File: src/rtl/password_lock_ctrl_pkg.sv
// Shared definitions for the password lock session controller: state encodings,
// default timing constants and small helpers also used by the display mux.
package password_lock_ctrl_pkg;

  localparam logic [2:0] ST_IDLE    = 3'd0;
  localparam logic [2:0] ST_ARM     = 3'd1;
  localparam logic [2:0] ST_ENTRY   = 3'd2;
  localparam logic [2:0] ST_OPEN    = 3'd3;
  localparam logic [2:0] ST_FAIL    = 3'd4;
  localparam logic [2:0] ST_LOCKOUT = 3'd5;

  typedef enum logic [2:0] {
    IDLE    = ST_IDLE,
    ARM     = ST_ARM,
    ENTRY   = ST_ENTRY,
    OPEN    = ST_OPEN,
    FAIL    = ST_FAIL,
    LOCKOUT = ST_LOCKOUT
  } state_e;

  localparam int CLK_HZ_DEF      = 50_000_000;
  localparam int MAX_FAIL_DEF    = 3;
  localparam int ENTRY_SECS_DEF  = 20;
  localparam int UNLOCK_SECS_DEF = 10;
  localparam int LOCK_SECS_DEF   = 30;

  localparam int FAIL_W = 4;
  localparam int SECS_W = 8;

  function automatic logic [FAIL_W-1:0] sat_inc(input logic [FAIL_W-1:0] v,
                                                input logic [FAIL_W-1:0] lim);
    return (v >= lim) ? lim : v + 1'b1;
  endfunction

  // States whose residency is measured in whole seconds.
  function automatic logic is_timed(input state_e s);
    return (s == ENTRY) || (s == OPEN) || (s == LOCKOUT);
  endfunction

endpackage

File: src/rtl/password_lock_ctrl_if.sv
// Session bus between the password lock controller and the checker/user side.
// master drives requests and checker status, slave is the controller.
interface password_lock_ctrl_if;
  import password_lock_ctrl_pkg::*;

  logic              start;
  logic              chk_good;
  logic              chk_bad;
  logic              chk_clear;
  logic              chk_enable;
  logic              unlocked;
  logic              locked_out;
  logic [FAIL_W-1:0] fail_cnt;
  logic [SECS_W-1:0] lock_remaining;

  modport master (
    output start, chk_good, chk_bad,
    input  chk_clear, chk_enable, unlocked, locked_out, fail_cnt, lock_remaining
  );

  modport slave (
    input  start, chk_good, chk_bad,
    output chk_clear, chk_enable, unlocked, locked_out, fail_cnt, lock_remaining
  );

endinterface

File: src/rtl/password_lock_ctrl_sec_tick.sv
// Seconds prescaler: counts 0..CLK_HZ-1 and flags the terminal cycle as a tick.
// restart_i holds the count at 0 so every timed state starts on a fresh second.
module password_lock_ctrl_sec_tick #(
  parameter int CLK_HZ = 50_000_000
) (
  input  logic clk,
  input  logic rst,
  input  logic restart_i,
  output logic tick_o
);

  localparam int CW = (CLK_HZ > 1) ? $clog2(CLK_HZ) : 1;
  localparam logic [CW-1:0] TERM = CW'(CLK_HZ - 1);

  logic [CW-1:0] cnt_q;
  logic [CW-1:0] cnt_d;

  always_comb begin
    cnt_d = cnt_q + 1'b1;
    if (restart_i || (cnt_q == TERM)) begin
      cnt_d = '0;
    end
  end

  always_ff @(posedge clk or posedge rst) begin
    if (rst) begin
      cnt_q <= '0;
    end else begin
      cnt_q <= cnt_d;
    end
  end

  assign tick_o = (cnt_q == TERM);

endmodule

File: src/rtl/password_lock_ctrl.sv
// Session controller for the 4-digit password checker: arms the checker, gates
// entry, holds the unlock, counts failures and enforces a timed lockout.
module password_lock_ctrl
  import password_lock_ctrl_pkg::*;
#(
  parameter int CLK_HZ      = CLK_HZ_DEF,
  parameter int MAX_FAIL    = MAX_FAIL_DEF,
  parameter int ENTRY_SECS  = ENTRY_SECS_DEF,
  parameter int UNLOCK_SECS = UNLOCK_SECS_DEF,
  parameter int LOCK_SECS   = LOCK_SECS_DEF
) (
  input  logic                 clk,
  input  logic                 rst,
  password_lock_ctrl_if.slave  bus
);

  if (CLK_HZ < 1) begin : g_bad_clk_hz
    $error("CLK_HZ must be at least 1");
  end
  if ((MAX_FAIL < 1) || (MAX_FAIL > 15)) begin : g_bad_max_fail
    $error("MAX_FAIL must be in 1..15");
  end
  if ((ENTRY_SECS < 1) || (ENTRY_SECS > 255) || (UNLOCK_SECS < 1) || (UNLOCK_SECS > 255)
      || (LOCK_SECS < 1) || (LOCK_SECS > 255)) begin : g_bad_secs
    $error("timed durations must be in 1..255");
  end

  localparam logic [FAIL_W-1:0] MAX_FAIL_V    = FAIL_W'(MAX_FAIL);
  localparam logic [SECS_W-1:0] ENTRY_SECS_V  = SECS_W'(ENTRY_SECS);
  localparam logic [SECS_W-1:0] UNLOCK_SECS_V = SECS_W'(UNLOCK_SECS);
  localparam logic [SECS_W-1:0] LOCK_SECS_V   = SECS_W'(LOCK_SECS);

  state_e            state_q, state_d;
  logic              start_q;
  logic [FAIL_W-1:0] fail_cnt_q, fail_cnt_d;
  logic [SECS_W-1:0] timer_q, timer_d;
  logic              chk_clear_q, chk_clear_d;
  logic              chk_enable_q, chk_enable_d;
  logic              unlocked_q, unlocked_d;
  logic              locked_out_q, locked_out_d;
  logic [SECS_W-1:0] lock_rem_q, lock_rem_d;

  logic start_pulse;
  logic tick;
  logic expire;
  logic restart;

  function automatic logic [SECS_W-1:0] load_val(input state_e s);
    case (s)
      ENTRY:   return ENTRY_SECS_V;
      OPEN:    return UNLOCK_SECS_V;
      LOCKOUT: return LOCK_SECS_V;
      default: return '0;
    endcase
  endfunction

  assign start_pulse = bus.start & ~start_q;
  assign expire      = tick & (timer_q == SECS_W'(1));
  // Prescaler restarts on every state change and idles outside timed states.
  assign restart     = (state_d != state_q) | ~is_timed(state_d);

  password_lock_ctrl_sec_tick #(
    .CLK_HZ(CLK_HZ)
  ) u_sec_tick (
    .clk       (clk),
    .rst       (rst),
    .restart_i (restart),
    .tick_o    (tick)
  );

  always_comb begin
    state_d = state_q;
    case (state_q)
      IDLE:    if (start_pulse) state_d = ARM;
      ARM:     state_d = ENTRY;
      ENTRY: begin
        if (bus.chk_good)     state_d = OPEN;
        else if (bus.chk_bad) state_d = FAIL;
        else if (expire)      state_d = FAIL;
      end
      OPEN:    if (expire) state_d = IDLE;
      FAIL:    state_d = (fail_cnt_q == MAX_FAIL_V) ? LOCKOUT : IDLE;
      LOCKOUT: if (expire) state_d = IDLE;
      default: state_d = IDLE;
    endcase
  end

  always_comb begin
    fail_cnt_d = fail_cnt_q;
    if ((state_q == ENTRY) && (state_d == FAIL)) begin
      fail_cnt_d = sat_inc(fail_cnt_q, MAX_FAIL_V);
    end else if ((state_d == OPEN) && (state_q != OPEN)) begin
      fail_cnt_d = '0;
    end else if ((state_q == LOCKOUT) && (state_d == IDLE)) begin
      fail_cnt_d = '0;
    end

    timer_d = timer_q;
    if (state_d != state_q) begin
      timer_d = load_val(state_d);
    end else if (is_timed(state_q) && tick) begin
      timer_d = timer_q - 1'b1;
    end

    // Outputs are decoded from the next state so they line up with the state register.
    chk_clear_d  = (state_d == ARM) ||
                   ((state_d == IDLE) && ((state_q == OPEN) || (state_q == LOCKOUT)));
    chk_enable_d = (state_d == ENTRY);
    unlocked_d   = (state_d == OPEN);
    locked_out_d = (state_d == LOCKOUT);
    lock_rem_d   = (state_d == LOCKOUT) ? timer_d : '0;
  end

  always_ff @(posedge clk or posedge rst) begin
    if (rst) begin
      state_q      <= IDLE;
      start_q      <= 1'b0;
      fail_cnt_q   <= '0;
      timer_q      <= '0;
      chk_clear_q  <= 1'b0;
      chk_enable_q <= 1'b0;
      unlocked_q   <= 1'b0;
      locked_out_q <= 1'b0;
      lock_rem_q   <= '0;
    end else begin
      state_q      <= state_d;
      start_q      <= bus.start;
      fail_cnt_q   <= fail_cnt_d;
      timer_q      <= timer_d;
      chk_clear_q  <= chk_clear_d;
      chk_enable_q <= chk_enable_d;
      unlocked_q   <= unlocked_d;
      locked_out_q <= locked_out_d;
      lock_rem_q   <= lock_rem_d;
    end
  end

  assign bus.chk_clear      = chk_clear_q;
  assign bus.chk_enable     = chk_enable_q;
  assign bus.unlocked       = unlocked_q;
  assign bus.locked_out     = locked_out_q;
  assign bus.fail_cnt       = fail_cnt_q;
  assign bus.lock_remaining = lock_rem_q;

endmodule
File: src/flat_wrapper.sv
// flat-port wrapper written by rule: the top's interface ports become plain ports
module password_lock_ctrl_flat import password_lock_ctrl_pkg::*;
#(
  parameter int CLK_HZ      = CLK_HZ_DEF,
  parameter int MAX_FAIL    = MAX_FAIL_DEF,
  parameter int ENTRY_SECS  = ENTRY_SECS_DEF,
  parameter int UNLOCK_SECS = UNLOCK_SECS_DEF,
  parameter int LOCK_SECS   = LOCK_SECS_DEF
)
  (clk, rst, bus_start, bus_chk_good, bus_chk_bad, bus_chk_clear, bus_chk_enable, bus_unlocked, bus_locked_out, bus_fail_cnt, bus_lock_remaining);
  password_lock_ctrl_if bus_i ();
  input  logic clk;
  input  logic rst;
  input wire logic [$bits(bus_i.start)-1:0] bus_start;
  input wire logic [$bits(bus_i.chk_good)-1:0] bus_chk_good;
  input wire logic [$bits(bus_i.chk_bad)-1:0] bus_chk_bad;
  output wire logic [$bits(bus_i.chk_clear)-1:0] bus_chk_clear;
  output wire logic [$bits(bus_i.chk_enable)-1:0] bus_chk_enable;
  output wire logic [$bits(bus_i.unlocked)-1:0] bus_unlocked;
  output wire logic [$bits(bus_i.locked_out)-1:0] bus_locked_out;
  output wire logic [$bits(bus_i.fail_cnt)-1:0] bus_fail_cnt;
  output wire logic [$bits(bus_i.lock_remaining)-1:0] bus_lock_remaining;
  assign bus_i.start = bus_start;
  assign bus_i.chk_good = bus_chk_good;
  assign bus_i.chk_bad = bus_chk_bad;
  assign bus_chk_clear = bus_i.chk_clear;
  assign bus_chk_enable = bus_i.chk_enable;
  assign bus_unlocked = bus_i.unlocked;
  assign bus_locked_out = bus_i.locked_out;
  assign bus_fail_cnt = bus_i.fail_cnt;
  assign bus_lock_remaining = bus_i.lock_remaining;
  password_lock_ctrl #(.CLK_HZ(CLK_HZ), .MAX_FAIL(MAX_FAIL), .ENTRY_SECS(ENTRY_SECS), .UNLOCK_SECS(UNLOCK_SECS), .LOCK_SECS(LOCK_SECS)) u_core (.clk(clk), .rst(rst), .bus(bus_i));
endmodule
File: config.mk
export PLATFORM = sky130hd
export DESIGN_NAME = password_lock_ctrl_flat
export DESIGN_NICKNAME = d
export VERILOG_FILES = /design/src/rtl/password_lock_ctrl_pkg.sv /design/src/rtl/password_lock_ctrl_if.sv /design/src/rtl/password_lock_ctrl_sec_tick.sv /design/src/rtl/password_lock_ctrl.sv /design/src/flat_wrapper.sv
export SDC_FILE = /design/constraint.sdc
export NUM_CORES = 1
export LEC_CHECK = 0
export ABC_AREA = 1
export CORE_MARGIN = 2
export CORE_UTILIZATION = 50
export DETAILED_ROUTE_END_ITERATION = 8
export HOLD_SLACK_MARGIN = 0.12
export PLACE_DENSITY_LB_ADDON = 0.2
export RECOVER_POWER = 100
export SYNTH_ARGS = -nofsm -noshare
export SYNTH_HDL_FRONTEND = slang
export SYNTH_SLANG_ARGS = --single-unit
File: constraint.sdc
create_clock -name clk -period 3.3 [get_ports clk]
set_input_delay 0.495 -clock clk [delete_from_list [all_inputs] [get_ports clk]]
set_output_delay 0.495 -clock clk [all_outputs]
set_load 0.05 [all_outputs]
==> key figures <==
STA
  • Min Tclk post-route: 2.641 ns
  • Final worst setup slack: 0.6586 ns
  • Worst Clk Skew: about 0.0064 ns
  • Final setup violation count: 0
  • Number of slew-limit violations in the final report: 0
  • Final cycle utilization of the critical path: 0.8004
  • Sum Neg Setup Slack: 0 ns
  • Fmax achieved: 0.3786 GHz
  • Setup repair after global routing missed its margin: no
  • Measured slew at the worst slew-check pin: 0.8518 ns
  • Max-slew headroom: 0.4322
  • Number of failing hold endpoints at the final stage: 0

Floorplanning
  • Floorplan die width: 79.97 um
  • Die Ht: around 80 um
  • Count of pins on the block boundary: 21
  • Standard cell core area: 5540 um^2
  • Starting density of the core: 0.5208
  • Die area: 6394 um^2
  • Num rows: 27

Worst setup path
  • CP arrival: 2.89 ns
  • R2R depth: 13
  • Reg-to-Reg End: u_core.bus.lock_remaining[2]$_DFF_PP0_
  • Required time of the critical path: between 3 and 4 ns
  • Worst flop-to-flop path startpoint: u_core.u_sec_tick.cnt_q[0]$_DFF_PP0_
  • Largest fanout on the critical path: 12
  • Critical path launch point type: flip-flop
  • Element type at the critical path end: flip-flop
  • Reg-to-reg setup timing slack: 0.66 ns
  • Worst Setup Path Type: flip-flop to flip-flop

Clock network
  • CTS root buffer: sky130_fd_sc_hd__clkbuf_8
  • Count of H-tree levels built during CTS: 2
  • Buffers inserted by post-CTS timing repair: 0
  • Post-CTS Hold Buffers: 0
  • Number of sinks on the clock net: 54
  • Reg clk slew, reported paths: 0.10 ns
  • Num CTS Buffers: 5
  • Clock tree from TritonCTS: built
  • Clk Latency, worst-skew pair: ~0.31 ns
  • Maximum root-to-sink buffer count: 2
  • Gates resized, CTS repair: 0

Worst hold path
  • Hold Path Class: flip-flop to flip-flop
  • Source of the worst hold timing path: u_core.u_sec_tick.cnt_q[0]$_DFF_PP0_
  • Number of cells on the worst hold path: 1
  • Hold endpoint: u_core.u_sec_tick.cnt_q[0]$_DFF_PP0_

Global route
  • Antenna violations before repair: 0
  • Maximum number of pins on one net before global-route repair: 37
  • Global-route wire length before repair: 9.597 mm
  • Overflow left after global routing: 0
  • Total routing resource utilization after global routing: 0.1902
  • Vias in the first global route: 2,114

Finish
  • Total Nets Final: 368
  • Non-filler instance count after layout: 432
  • Inserted Diodes: 0
  • Highest-count cells in the layout ignoring fill and taps: 56 x sky130_fd_sc_hd__nor2_1, 54 x sky130_fd_sc_hd__dfrtp_1, 51 x sky130_fd_sc_hd__nand2_1
  • Fraction of final layout cells with drive strength greater than 1: 0.08056
  • Most frequent standard cell in the layout excluding fill and tap cells: sky130_fd_sc_hd__nor2_1
  • Area growth from synthesis to final layout: 10.23%

Power
  • Total power divided by cell area: roughly 600 nW/um^2
  • Peak supply drop: 471.3 uV
  • Overall power consumption: 1.896 mW
  • Leakage power summed over all cells: approximately 1.5 nW

Routing
  • Final routed wire length divided by cell count: ~12 um
  • Drt first pass iters: 4
  • Overall via count from detail_route: around 2,100
  • Remaining number of nets flagged by the antenna check after routing: 0
  • Violation count after the first detailed-routing iteration: 90
  • DRC viols: 0
  • Vias/cell: 4.935
  • Final wirelength: between 5 and 6 mm

Synthesis
  • Synth warn: 0
  • Cell variety after synth: 31
  • Syn Area/Cell: 8.639 um^2
  • Cells taking the most area after synthesis: sky130_fd_sc_hd__dfrtp_1 47%, sky130_fd_sc_hd__xor2_1 6.7%, sky130_fd_sc_hd__inv_1 6.5%
  • Portion of the post-synthesis area used by sequential elements: 0.4683
  • Mapped cell area: 2885 um^2
  • Flop and latch count out of synthesis: 54
  • Number of cells produced by synthesis: 334
  • Cell type with the largest total area after synthesis: sky130_fd_sc_hd__dfrtp_1
  • Top-area cell type share of the netlist area: 0.4683
  • Syn nets: around 340

Placed design
  • Port Buf Inserts: 20
  • Number of instances in the placed design: between 400 and 500
  • Half-perimeter wire length after detailed placement: 3.877 mm
  • Routability congestion estimate: 0.8610
  • Setup Slack @ Placement: 0.6841 ns

Job
  • Max-cap check violation count: 0

Run status
  • Run status: complete, no violations
==> worst max-delay path, cell delays in order, from the launching register on <==
cell,delay [ns]
sky130_fd_sc_hd__dfrtp_1,0.39
sky130_fd_sc_hd__ha_1,0.19
sky130_fd_sc_hd__nand3_1,0.15
sky130_fd_sc_hd__inv_1,0.10
sky130_fd_sc_hd__nand2_1,0.08
sky130_fd_sc_hd__nor2_4,0.09
sky130_fd_sc_hd__nand3_1,0.21
sky130_fd_sc_hd__a21oi_2,0.56
sky130_fd_sc_hd__nand3_2,0.10
sky130_fd_sc_hd__nand2_1,0.16
sky130_fd_sc_hd__inv_1,0.06
sky130_fd_sc_hd__nand3_2,0.18
sky130_fd_sc_hd__nand2_1,0.15
sky130_fd_sc_hd__a21oi_1,0.16
==> state kept, by name (all words and copies together) (netlist names), 3 cells and up <==
signal / flops
u_core.u_sec_tick.cnt_q: 26
u_core.timer_q: 8
u_core.bus.lock_remaining: 8
u_core.bus.fail_cnt: 4
u_core.state_q: 3
==> worst max path at each step <==
stage | from | end | slack (ns) | depth (start not counted)
floorplan | u_core.bus.fail_cnt[1]$_DFFE_PP0P_ | u_core.u_sec_tick.cnt_q[17]$_DFF_PP0_ | 1.26 | 11
global placement | u_core.u_sec_tick.cnt_q[0]$_DFF_PP0_ | u_core.u_sec_tick.cnt_q[18]$_DFF_PP0_ | 0.77 | 12
detailed placement | u_core.u_sec_tick.cnt_q[0]$_DFF_PP0_ | u_core.u_sec_tick.cnt_q[24]$_DFF_PP0_ | 0.68 | 12
CTS | u_core.u_sec_tick.cnt_q[0]$_DFF_PP0_ | u_core.u_sec_tick.cnt_q[23]$_DFF_PP0_ | 0.65 | 14
global route | u_core.u_sec_tick.cnt_q[0]$_DFF_PP0_ | u_core.bus.lock_remaining[2]$_DFF_PP0_ | 0.36 | 13
finish | u_core.u_sec_tick.cnt_q[0]$_DFF_PP0_ | u_core.bus.lock_remaining[2]$_DFF_PP0_ | 0.66 | 13
==> cell usage after synthesis, drive strengths merged <==
library cell  instances
buf                   3
nor3                 13
o21ai                11
a21oi                 5
clkinv                1
nor2                 66
o211ai                1
nand4                 8
xnor2                 8
or2                   2
ha                    4
inv                  51
xor2                 22
nand3                29
nor4                  2
dfrtp                54
nand2                53
and2                  1
==> area by class of cell <==
class                           instances  area (um^2)
Fill cell                             557         2360
Sequential cell                        54         1351
Multi-Input combinational cell        225         1229
Timing Repair Buffer                   21        205.2
Inverter                               52        195.2
Tap cell                               72        90.09
Clock buffer                            6        72.57
Clock inverter                          2        37.54
==> per-layer routing <==
metal | wire [um] | up-vias | track usage
met2 | 2486 | 32 | 0.3083
li1 | - | 1090 | -
met4 | 93 | 0 | 0.06610
met5 | 0 | - | 0
met1 | 2591 | 1002 | 0.2586
met3 | 136 | 8 | 0.03054
==> cells by family (layout without fill, tap and decap cells) <==
family,after synthesis,count (layout),synth area share
AND/OR/NAND/NOR,174,174,0.3135
flip-flops,54,54,0.4683
XOR/XNOR,30,30,0.09107
AO/OA/AOI/OAI,17,17,0.03166
adder cells (fa/ha/maj),4,4,0.01735
buffers and inverters,55,81,0.07806
==> per-stage QoR <==
step           hold WS, ns  utilization  area [um^2]
5_1_grt             0.5078       0.5741         3181
3_3_place_gp        0.4449       0.5691         3153
2_1_floorplan       0.4322            -         2885
6_report            0.4833       0.5741         3181
4_1_cts             0.4714       0.5890         3263
3_5_place_dp        0.4628       0.5691         3153
==> power by group <==
group,internal (mW),switching (mW)
logic,0.186,0.495
registers,0.724,0.0428
clock network,0.227,0.221
No activity file was read; power rests on OpenSTA's default activity.
